**src/rtl/line_clear_ctrl.sv**
```systemverilog
// Line-clear sequencer for the playfield store: scans bottom-up, drops full rows,
// zero-fills the top, and keeps a saturating 3-digit BCD score plus a sticky game-over flag.
module line_clear_ctrl #(
   parameter int unsigned COLS   = 10,
   parameter int unsigned ROWS   = 22,
   parameter int unsigned CELL_W = 3,
   parameter int unsigned HIDDEN = 2
) (
   input  logic                   Clk,
   input  logic                   Reset_n,
   input  logic                   start,
   input  logic                   clear_score,
   output logic                   busy,
   output logic                   done,
   output logic [4:0]             rd_row,
   input  logic [COLS*CELL_W-1:0] rd_data,
   output logic                   wr_en,
   output logic [4:0]             wr_row,
   output logic [COLS*CELL_W-1:0] wr_data,
   output logic [2:0]             lines_cleared,
   output logic [3:0]             hundreds_digit,
   output logic [3:0]             tens_digit,
   output logic [3:0]             ones_digit,
   output logic                   game_over
);

   localparam logic [4:0] LastRow = 5'(ROWS - 1);
   localparam logic [4:0] Hidden  = 5'(HIDDEN);

   typedef enum logic [2:0] {StIdle, StRd, StEval, StFill, StScore, StDone} state_e;

   state_e     state_q, state_d;
   logic [4:0] r_q, r_d;
   logic [4:0] w_q, w_d;
   logic [4:0] n_q, n_d;
   logic [2:0] lines_q, lines_d;
   logic [3:0] hund_q, hund_d, tens_q, tens_d, ones_q, ones_d;
   logic       go_q, go_d;

   logic       row_full, row_any;
   logic [2:0] n_sat;
   logic [3:0] inc;
   logic [4:0] ones_sum, tens_sum, hund_sum;
   logic       c1, c2;
   logic [3:0] s_hund, s_tens, s_ones;

   always_comb begin
      row_full = 1'b1;
      row_any  = 1'b0;
      for (int unsigned c = 0; c < COLS; c++) begin
         if (rd_data[c*CELL_W +: CELL_W] == '0) row_full = 1'b0;
         else                                    row_any  = 1'b1;
      end
   end

   // Score increment table; more than four rows is not legal play and scores as four.
   always_comb begin
      n_sat = (n_q > 5'd4) ? 3'd4 : n_q[2:0];
      unique case (n_sat)
         3'd0:    inc = 4'd0;
         3'd1:    inc = 4'd1;
         3'd2:    inc = 4'd3;
         3'd3:    inc = 4'd5;
         default: inc = 4'd8;
      endcase
   end

   always_comb begin
      c1       = 1'b0;
      c2       = 1'b0;
      ones_sum = {1'b0, ones_q} + {1'b0, inc};
      if (ones_sum > 5'd9) begin
         ones_sum = ones_sum - 5'd10;
         c1       = 1'b1;
      end
      tens_sum = {1'b0, tens_q} + {4'b0, c1};
      if (tens_sum > 5'd9) begin
         tens_sum = tens_sum - 5'd10;
         c2       = 1'b1;
      end
      hund_sum = {1'b0, hund_q} + {4'b0, c2};
      if (hund_sum > 5'd9) begin
         s_hund = 4'd9;
         s_tens = 4'd9;
         s_ones = 4'd9;
      end else begin
         s_hund = hund_sum[3:0];
         s_tens = tens_sum[3:0];
         s_ones = ones_sum[3:0];
      end
   end

   always_comb begin
      state_d = state_q;
      r_d     = r_q;
      w_d     = w_q;
      n_d     = n_q;
      lines_d = lines_q;
      hund_d  = hund_q;
      tens_d  = tens_q;
      ones_d  = ones_q;
      go_d    = go_q;
      wr_en   = 1'b0;
      wr_row  = '0;
      wr_data = '0;
      unique case (state_q)
         StIdle: begin
            if (clear_score) begin
               hund_d = '0;
               tens_d = '0;
               ones_d = '0;
               go_d   = 1'b0;
            end
            if (start) begin
               state_d = StRd;
               r_d     = LastRow;
               w_d     = LastRow;
               n_d     = '0;
            end
         end
         StRd: state_d = StEval;
         StEval: begin
            if (row_full) begin
               n_d = n_q + 5'd1;
            end else begin
               if (w_q != r_q) begin
                  wr_en   = 1'b1;
                  wr_row  = w_q;
                  wr_data = rd_data;
               end
               w_d = w_q - 5'd1;
               if (r_q < Hidden && row_any) go_d = 1'b1;
            end
            if (r_q == '0) begin
               state_d = (n_d != '0) ? StFill : StScore;
            end else begin
               r_d     = r_q - 5'd1;
               state_d = StRd;
            end
         end
         // After the scan w sits at n-1, so it walks the zero-fill down to row 0.
         StFill: begin
            wr_en  = 1'b1;
            wr_row = w_q;
            if (w_q == '0) state_d = StScore;
            else           w_d     = w_q - 5'd1;
         end
         StScore: begin
            lines_d = n_sat;
            hund_d  = s_hund;
            tens_d  = s_tens;
            ones_d  = s_ones;
            state_d = StDone;
         end
         StDone:  state_d = StIdle;
         default: state_d = StIdle;
      endcase
   end

   always_ff @(posedge Clk or negedge Reset_n) begin
      if (!Reset_n) begin
         state_q <= StIdle;
         r_q     <= '0;
         w_q     <= '0;
         n_q     <= '0;
         lines_q <= '0;
         hund_q  <= '0;
         tens_q  <= '0;
         ones_q  <= '0;
         go_q    <= 1'b0;
      end else begin
         state_q <= state_d;
         r_q     <= r_d;
         w_q     <= w_d;
         n_q     <= n_d;
         lines_q <= lines_d;
         hund_q  <= hund_d;
         tens_q  <= tens_d;
         ones_q  <= ones_d;
         go_q    <= go_d;
      end
   end

   assign busy           = (state_q != StIdle);
   assign done           = (state_q == StDone);
   assign rd_row         = r_q;
   assign lines_cleared  = lines_q;
   assign hundreds_digit = hund_q;
   assign tens_digit     = tens_q;
   assign ones_digit     = ones_q;
   assign game_over      = go_q;

endmodule

```
**config.mk**
```make
export PLATFORM = sky130hd
export DESIGN_NAME = line_clear_ctrl
export DESIGN_NICKNAME = d
export VERILOG_FILES = /design/src/rtl/line_clear_ctrl.sv
export SDC_FILE = /design/constraint.sdc
export NUM_CORES = 1
export LEC_CHECK = 0
export ABC_AREA = 1
export BUFFER_PORTS_ARGS = -buffer_cell sky130_fd_sc_hd__buf_2
export CAP_MARGIN = 25
export CORE_ASPECT_RATIO = 1.4
export CORE_MARGIN = 8
export CORE_UTILIZATION = 52
export CTS_BUF_LIST = sky130_fd_sc_hd__clkbuf_8
export CTS_CLUSTER_DIAMETER = 100
export DETAILED_ROUTE_END_ITERATION = 10
export GPL_ROUTABILITY_DRIVEN = 0
export PLACE_DENSITY = 0.89
export SLEW_MARGIN = 20
export SYNTH_ARGS = -nofsm -noshare
export SYNTH_HDL_FRONTEND = slang
export SYNTH_SLANG_ARGS = --single-unit
```
**constraint.sdc**
```tcl
create_clock -name Clk -period 4.7 [get_ports Clk]
set_input_delay 0.235 -clock Clk [delete_from_list [all_inputs] [get_ports Clk]]
set_output_delay 0.235 -clock Clk [all_outputs]
set_load 0.02 [all_outputs]
```
; ---- Word-level counts from Yosys, hierarchy flattened
; Cells that the tools add are included.
[totals]
rom_bits = 0
latchBits = 0
wordCells = 124
output_inout_bits = 59
reg_bits = 34
mem_bits_rw = 0
mem_count = 0
inputBits = 34
[op_classes]
n_mul = 0
shifts = 0
eq_ne = 16
n_bitwise = 0
magnitude_cmp = 5
add_sub_neg = 8
div = 0
n_reduce_logical = 26
n_mux = 60
[op_table]
columns = cell, n
row1 = $mux W30, 3
row2 = $mux W5, 9
row3 = $logic_not A3 Y1, 12
row4 = $pmux W5 S2, 3
row5 = $mux W1, 26
row6 = $mux W4, 6
row7 = $pmux W4 S2, 3
row8 = $pmux W4 S4, 1
row9 = $gt A5 B4 Y1 const B, 3
row10 = $mux W3, 5
row11 = $pmux W3 S5, 1
row12 = $pmux W5 S3, 1
row13 = $ne A2 B2 Y1 const B, 7
row14 = $eq A3 B2 Y1 const B, 4
row15 = $add A4 B1 Y5, 2
row16 = $logic_not A5 Y1, 2
row17 = $sub A5 B1 Y5 const B, 2
row18 = $reduce_and A4 Y1, 2
row19 = $sub A4 B4 Y4 const B, 2
row20 = $eq A3 B1 Y1 const B, 2
row21 = $eq A3 B3 Y1 const B, 2
row22 = $reduce_and A2 Y1, 3
row23 = $reduce_bool A3 Y1, 2
row24 = $add A4 B4 Y5, 1
row25 = other kinds (9), 11

; ---- Logic depth before layout (Yosys ltp)
[logic_depth]
ltp_word = 17
ltp_mapped = 33
depth_no_buf = 33

; ---- Worst setup path before layout
; Ideal clock, no wire load.
[synth_timing]
path_type = register to register
startpoint = register n_q[3]
endpoint = register ones_q[2] (netlist: ones_digit[2])
stages_incl_launch_ff = 33
t_arrival_ns = 4.181
setup_slack_ns = 0.397
required_time_ns = 4.578
setup_ns = 0.122
n_path_buf = 0
synth_period_minus_slack_ns = 4.303
cell_sequence = dfrtp_1 -> nor2_1 -> inv_1 -> nor2_1 -> inv_1 -> a21oi_1 -> ha_1 -> inv_1 -> fa_1 -> nor2_1 -> inv_2 -> nand2_1 -> ha_1 -> inv_1 -> a21oi_1 -> a31oi_1 -> nand2_1 -> nand2_2 -> ha_1 -> ha_1 -> xor2_1 -> inv_2 -> a21oi_1 -> inv_1 -> nand2_1 -> ha_1 -> ha_1 -> xnor2_1 -> nand2_1 -> nand2_1 -> o21ai_1 -> nor2_1 -> a32o_1
[synth_between]
elab_chain_len = 14
word_cells_on_any_way = 19
classes_between = 4 x add/sub / 4 x order compare / 3 x eq/ne / 7 x mux / 1 x reduce/logical
[synth_rtl]
columns = item, line_no
row1 = "start, declared", 35  ; logic [4:0] n_q, n_d;
row2 = "start signal, assigned", 175  ; n_q <= n_d;
row3 = $gt A5 B3 Y1 (*), 58  ; n_sat = (n_q > 5'd4) ? 3'd4 : n_q[2:0];
row4 = $mux W3 (*), 58
row5 = "$eq A3 B2 Y1, or another cell as far along", 59  ; unique case (n_sat)
row6 = $pmux W4 S4 (*), 59
row7 = $add A4 B4 Y5 (*), 71  ; ones_sum = {1'b0, ones_q} + {1'b0, inc};
row8 = $gt A5 B4 Y1, 72  ; if (ones_sum > 5'd9) begin
row9 = $mux W1, 72
row10 = $add A4 B1 Y5, 76  ; tens_sum = {1'b0, tens_q} + {4'b0, c1};
row11 = $gt A5 B4 Y1, 77  ; if (tens_sum > 5'd9) begin
row12 = $mux W1, 77
row13 = $add A4 B1 Y5, 81  ; hund_sum = {1'b0, hund_q} + {4'b0, c2};
row14 = $gt A5 B4 Y1, 82  ; if (hund_sum > 5'd9) begin
row15 = $mux W4 (*), 82
row16 = $pmux W4 S2 (*), 106  ; unique case (state_q)
row17 = "end signal, assigned", 179  ; ones_q <= ones_d;
row18 = "end, declared", 37  ; logic [3:0] hund_q, hund_d, tens_q, tens_d, ones_q, ones_d;
; Every way passes the cells marked *; elsewhere a longest branch is shown, timed or not.
; A chain may end at the register's enable or synchronous reset.

; ---- Final worst setup path
[layout_timing]
startpoint = register n_q[3]
endpoint = register ones_q[3] (netlist: ones_digit[3])
; The elaborated chain is that of the path after synthesis.

==> flow_summary_export.csv <==
group,metric,value,unit
pwr,p_comb_share,61.7,%
cells_and_area,final_common_cell,"buf_2",
clock_tree,cts_tree,"built",
timing,slew_headroom,47.1,%
critical_path,cp-startpoint,"n_q[3]$_DFFE_PN0P_",
logic_synthesis,synth_compound_area_share,12.6,%
critical_path,setup.worst_path.end_class,"flip-flop",
floorplanning,die_w,76.7,um
timing,fin_hold_ws,23.5,ps
global_routing,grt.overflow.total,0,
place,place_area,3220,um2
logic_synthesis,synth.ff_latch_count,34,
critical_path,r2r_end,"ones_digit[3]$_DFFE_PN0P_",
logic_synthesis,syn-num-nets,430,
cells_and_area,antennaDiodeCount,0,
global_routing,grt-busiest-layer,"met2",
place,post-dp-hpwl,6120,um
clock_tree,clk_latency,290,ps
critical_path,rr_worst_depth,32,
global_routing,met2_usage,39.1,%
floorplanning,ios,93,
logic_synthesis,synthAdderAreaFrac,8.21,%
critical_path,cp-start-kind,"flip-flop",
critical_path,critPathRequiredTime,4880,ps
global_routing,grt_use_total,19.8,%
logic_synthesis,synthFlopType,"dfrtp_1",
cells_and_area,fin_nets,529,
logic_synthesis,netlist-cell-type-count,39,
floorplanning,rows,31,
pwr,ir_drop,0.338,mV
logic_synthesis,synth-xor-area-share,3.87,%
cells_and_area,layout-drive-gt1-share,35.4,%
cells_and_area,mostFrequentLayoutCells,"92 x buf_2, 67 x nand2_1, 55 x inv_1",
routing,viasPerCell,5.29,
routing,route.detailed.drc,0,
pwr,p_leak,0.00193,uW
pwr,swShare,52.5,%
critical_path,slowest_delay,410,ps
clock_tree,htreeDepth,2,
timing,layout_setup_ws,166,ps
clock_tree,clk_pin_slew,70,ps
routing,ant_nets,0,
routing,totalWireLength,8020,um
timing,setup_viol,0,
global_routing,grtUsageMet3,5.63,%
pwr,power_frac_seq,26.8,%
logic_synthesis,yosysWarnings,0,
job,maxCapViolations,0,
min_path,hold_class,"input pin to asynchronous set/reset pin",
logic_synthesis,syn_avg_cell_area,7.08,um2
global_routing,grt_max_degree,35,
timing,post-route-period-util,96.5,%
global_routing,grt_pass1_wl,12900,um
clock_tree,cts-hold-fix-buffers,0,
cells_and_area,final_area,3410,um2
logic_synthesis,yosysSeqAreaShare,31.7,%
cells_and_area,post-route-util,67.1,%
timing,fmaxAchievable,221,MHz
logic_synthesis,synth.top_cell.area_share,31.7,%
timing,drv_slew,0,
floorplanning,die_area,7750,um2
pwr,p_switching,936,uW
timing,final.min_clock_period,4530,ps
place,placement.io_buffers,92,
global_routing,first_global_vias,2891,
routing,post_drt_wl_per_cell,14.7,um
clock_tree,cts_made_buffers,5,
clock_tree,cts.sinks,34,
timing,finalHoldViolCount,0,
cells_and_area,fillCellCount,426,
critical_path,crit_arrival,4710,ps
timing,worst_clock_skew,4.82,ps
routing,drt_pass1_iterations,4,
logic_synthesis,syn-instance-count,379,
critical_path,crit_type,"flip-flop to flip-flop",
cells_and_area,seq_area,851,um2
routing,drt-initial-drc-count,141,
critical_path,cp_slowest_cell,"dfrtp_1",
place,pre_cts_slack,-131,ps
floorplanning,start_util,52.8,%
floorplanning,fp.dieH,101,um
logic_synthesis,synth_area,2680,um2
logic_synthesis,synth_top_family_by_area,"simple AND/OR/NAND/NOR gates",
critical_path,crit_path_max_fanout,7,
cells_and_area,multiInputGateArea,1630,um2
critical_path,rrSetupSlack,170,ps
cells_and_area,synthToLayoutAreaGrowth,27.1,%
logic_synthesis,synth-async-reset-ratio,100,%
logic_synthesis,synth-edff-count,0,
pwr,powerDensity,522,nW/um2
clock_tree,max-clock-path-buffers,2,
pwr,p_int,846,uW
routing,num_vias,2880,
pwr,clkPwrFrac,11.5,%
global_routing,grtUsageMet1,19.4,%
run_status,status,"complete, no violations",
critical_path,crit_end,"ones_digit[3]$_DFFE_PN0P_",
logic_synthesis,muxShareOfSynthArea,0,%
logic_synthesis,synth_top_area_cell,"dfrtp_1",
logic_synthesis,netlist_top_cells_area,"dfrtp_1 32%, nand2_1 9.9%, nor2_1 7.8%, inv_1 7.7%, ha_1 7.5%",
clock_tree,root_buffer,"clkbuf_8",
floorplanning,design.core.area,5080,um2
timing,worstMarginPinSlew,793,ps
timing,setup_tns,0,ps
global_routing,antenna_found_initial,0,
logic_synthesis,synthSimpleGateAreaFrac,32.4,%
critical_path,r2r_start,"n_q[3]$_DFFE_PN0P_",
[power by group through the flow]
stage	clock (uW)	combinational (uW)	sequential, uW
floorplan	0	696	518
CTS	207	1060	471
global placement	0	1010	470
finish	205	1100	477
global route	218	1210	487
detailed placement	0	1050	476
[registers in the layout, summed over array words and instances (netlist names)]
name,flops
n_q,5
rd_row,5
w_q,5
hundreds_digit,4
ones_digit,4
tens_digit,4
lines_cleared,3
state_q,3
game_over,1
[Yosys cell counts (2+ instances only)]
library cell  count
nand2_1          71
nor2_1           56
inv_1            55
dfrtp_1          34
nand3_1          27
inv_2            21
ha_1             16
o21ai_0          13
o21ai_1          12
a21oi_1           9
xor2_1            7
nor2_4            6
nand2_2           5
nor2_2            5
o22ai_1           5
a31oi_1           4
nand4_1           4
buf_2             3
nor3_1            3
xnor2_1           3
a32o_1            2
[final cells by class]
cell class | count | area share [%]
sequential | 34 | 24.9
clock inverter | 2 | 0.220
clock buffer | 5 | 2.02
inverter | 76 | 8.36
tap | 66 | 2.42
multi-input combinational | 266 | 47.9
timing repair buffer | 95 | 14.2
[cells by family (layout without fill, tap and decap cells)]
logic type,Yosys count,in the layout
adders and majority gates,17,17
AOI/OAI and AO/OA,54,54
buffers and inverters,79,178
and+or+nand+nor,184,184
DFF,34,34
xor gates and xnor gates,11,11
[per-layer routing]
layer,up-vias,part of all wire (%)
met2,87,56
met4,0,1.3
li1,1405,-
met5,-,0
met3,12,5.6
met1,1376,37
[worst max-delay path: cells and delay by family, from the launching register on]
kind / cells / cell delay (ps)
AND/OR/NAND/NOR: 9 / 990
AO/OA/AOI/OAI: 8 / 960
XOR/XNOR: 2 / 290
flip-flops: 1 / 410
buffers and inverters: 6 / 400
adder cells (fa/ha/maj): 7 / 1380
[what timing repair did]
action	in CTS	in global routing
setup endpoints to repair	11	12
setup buffers	0	2
endpoints found under the hold margin	0	0
pin swaps	1	3
resized for setup	6	20
[how the worst min path moves through the flow]
stage,cells past startpoint,slack (ps),startpoint,endpoint
floorplan,0,-60,Reset_n,game_over$_DFFE_PN0P_
global placement,1,350,Reset_n,rd_row[3]$_DFFE_PN0P_
detailed placement,1,360,Reset_n,rd_row[4]$_DFFE_PN0P_
CTS,1,40,Reset_n,rd_row[4]$_DFFE_PN0P_
global route,1,90,Reset_n,rd_row[4]$_DFFE_PN0P_
finish,1,20,Reset_n,rd_row[4]$_DFFE_PN0P_
[stage by stage]
step,total power [uW],std cells
2_1_floorplan,1210,379
3_3_place_gp,1480,535
3_5_place_dp,1520,535
4_1_cts,1740,542
5_1_grt,1910,544
6_report,1780,544
Note: power is estimated with default switching activity, not from simulation.
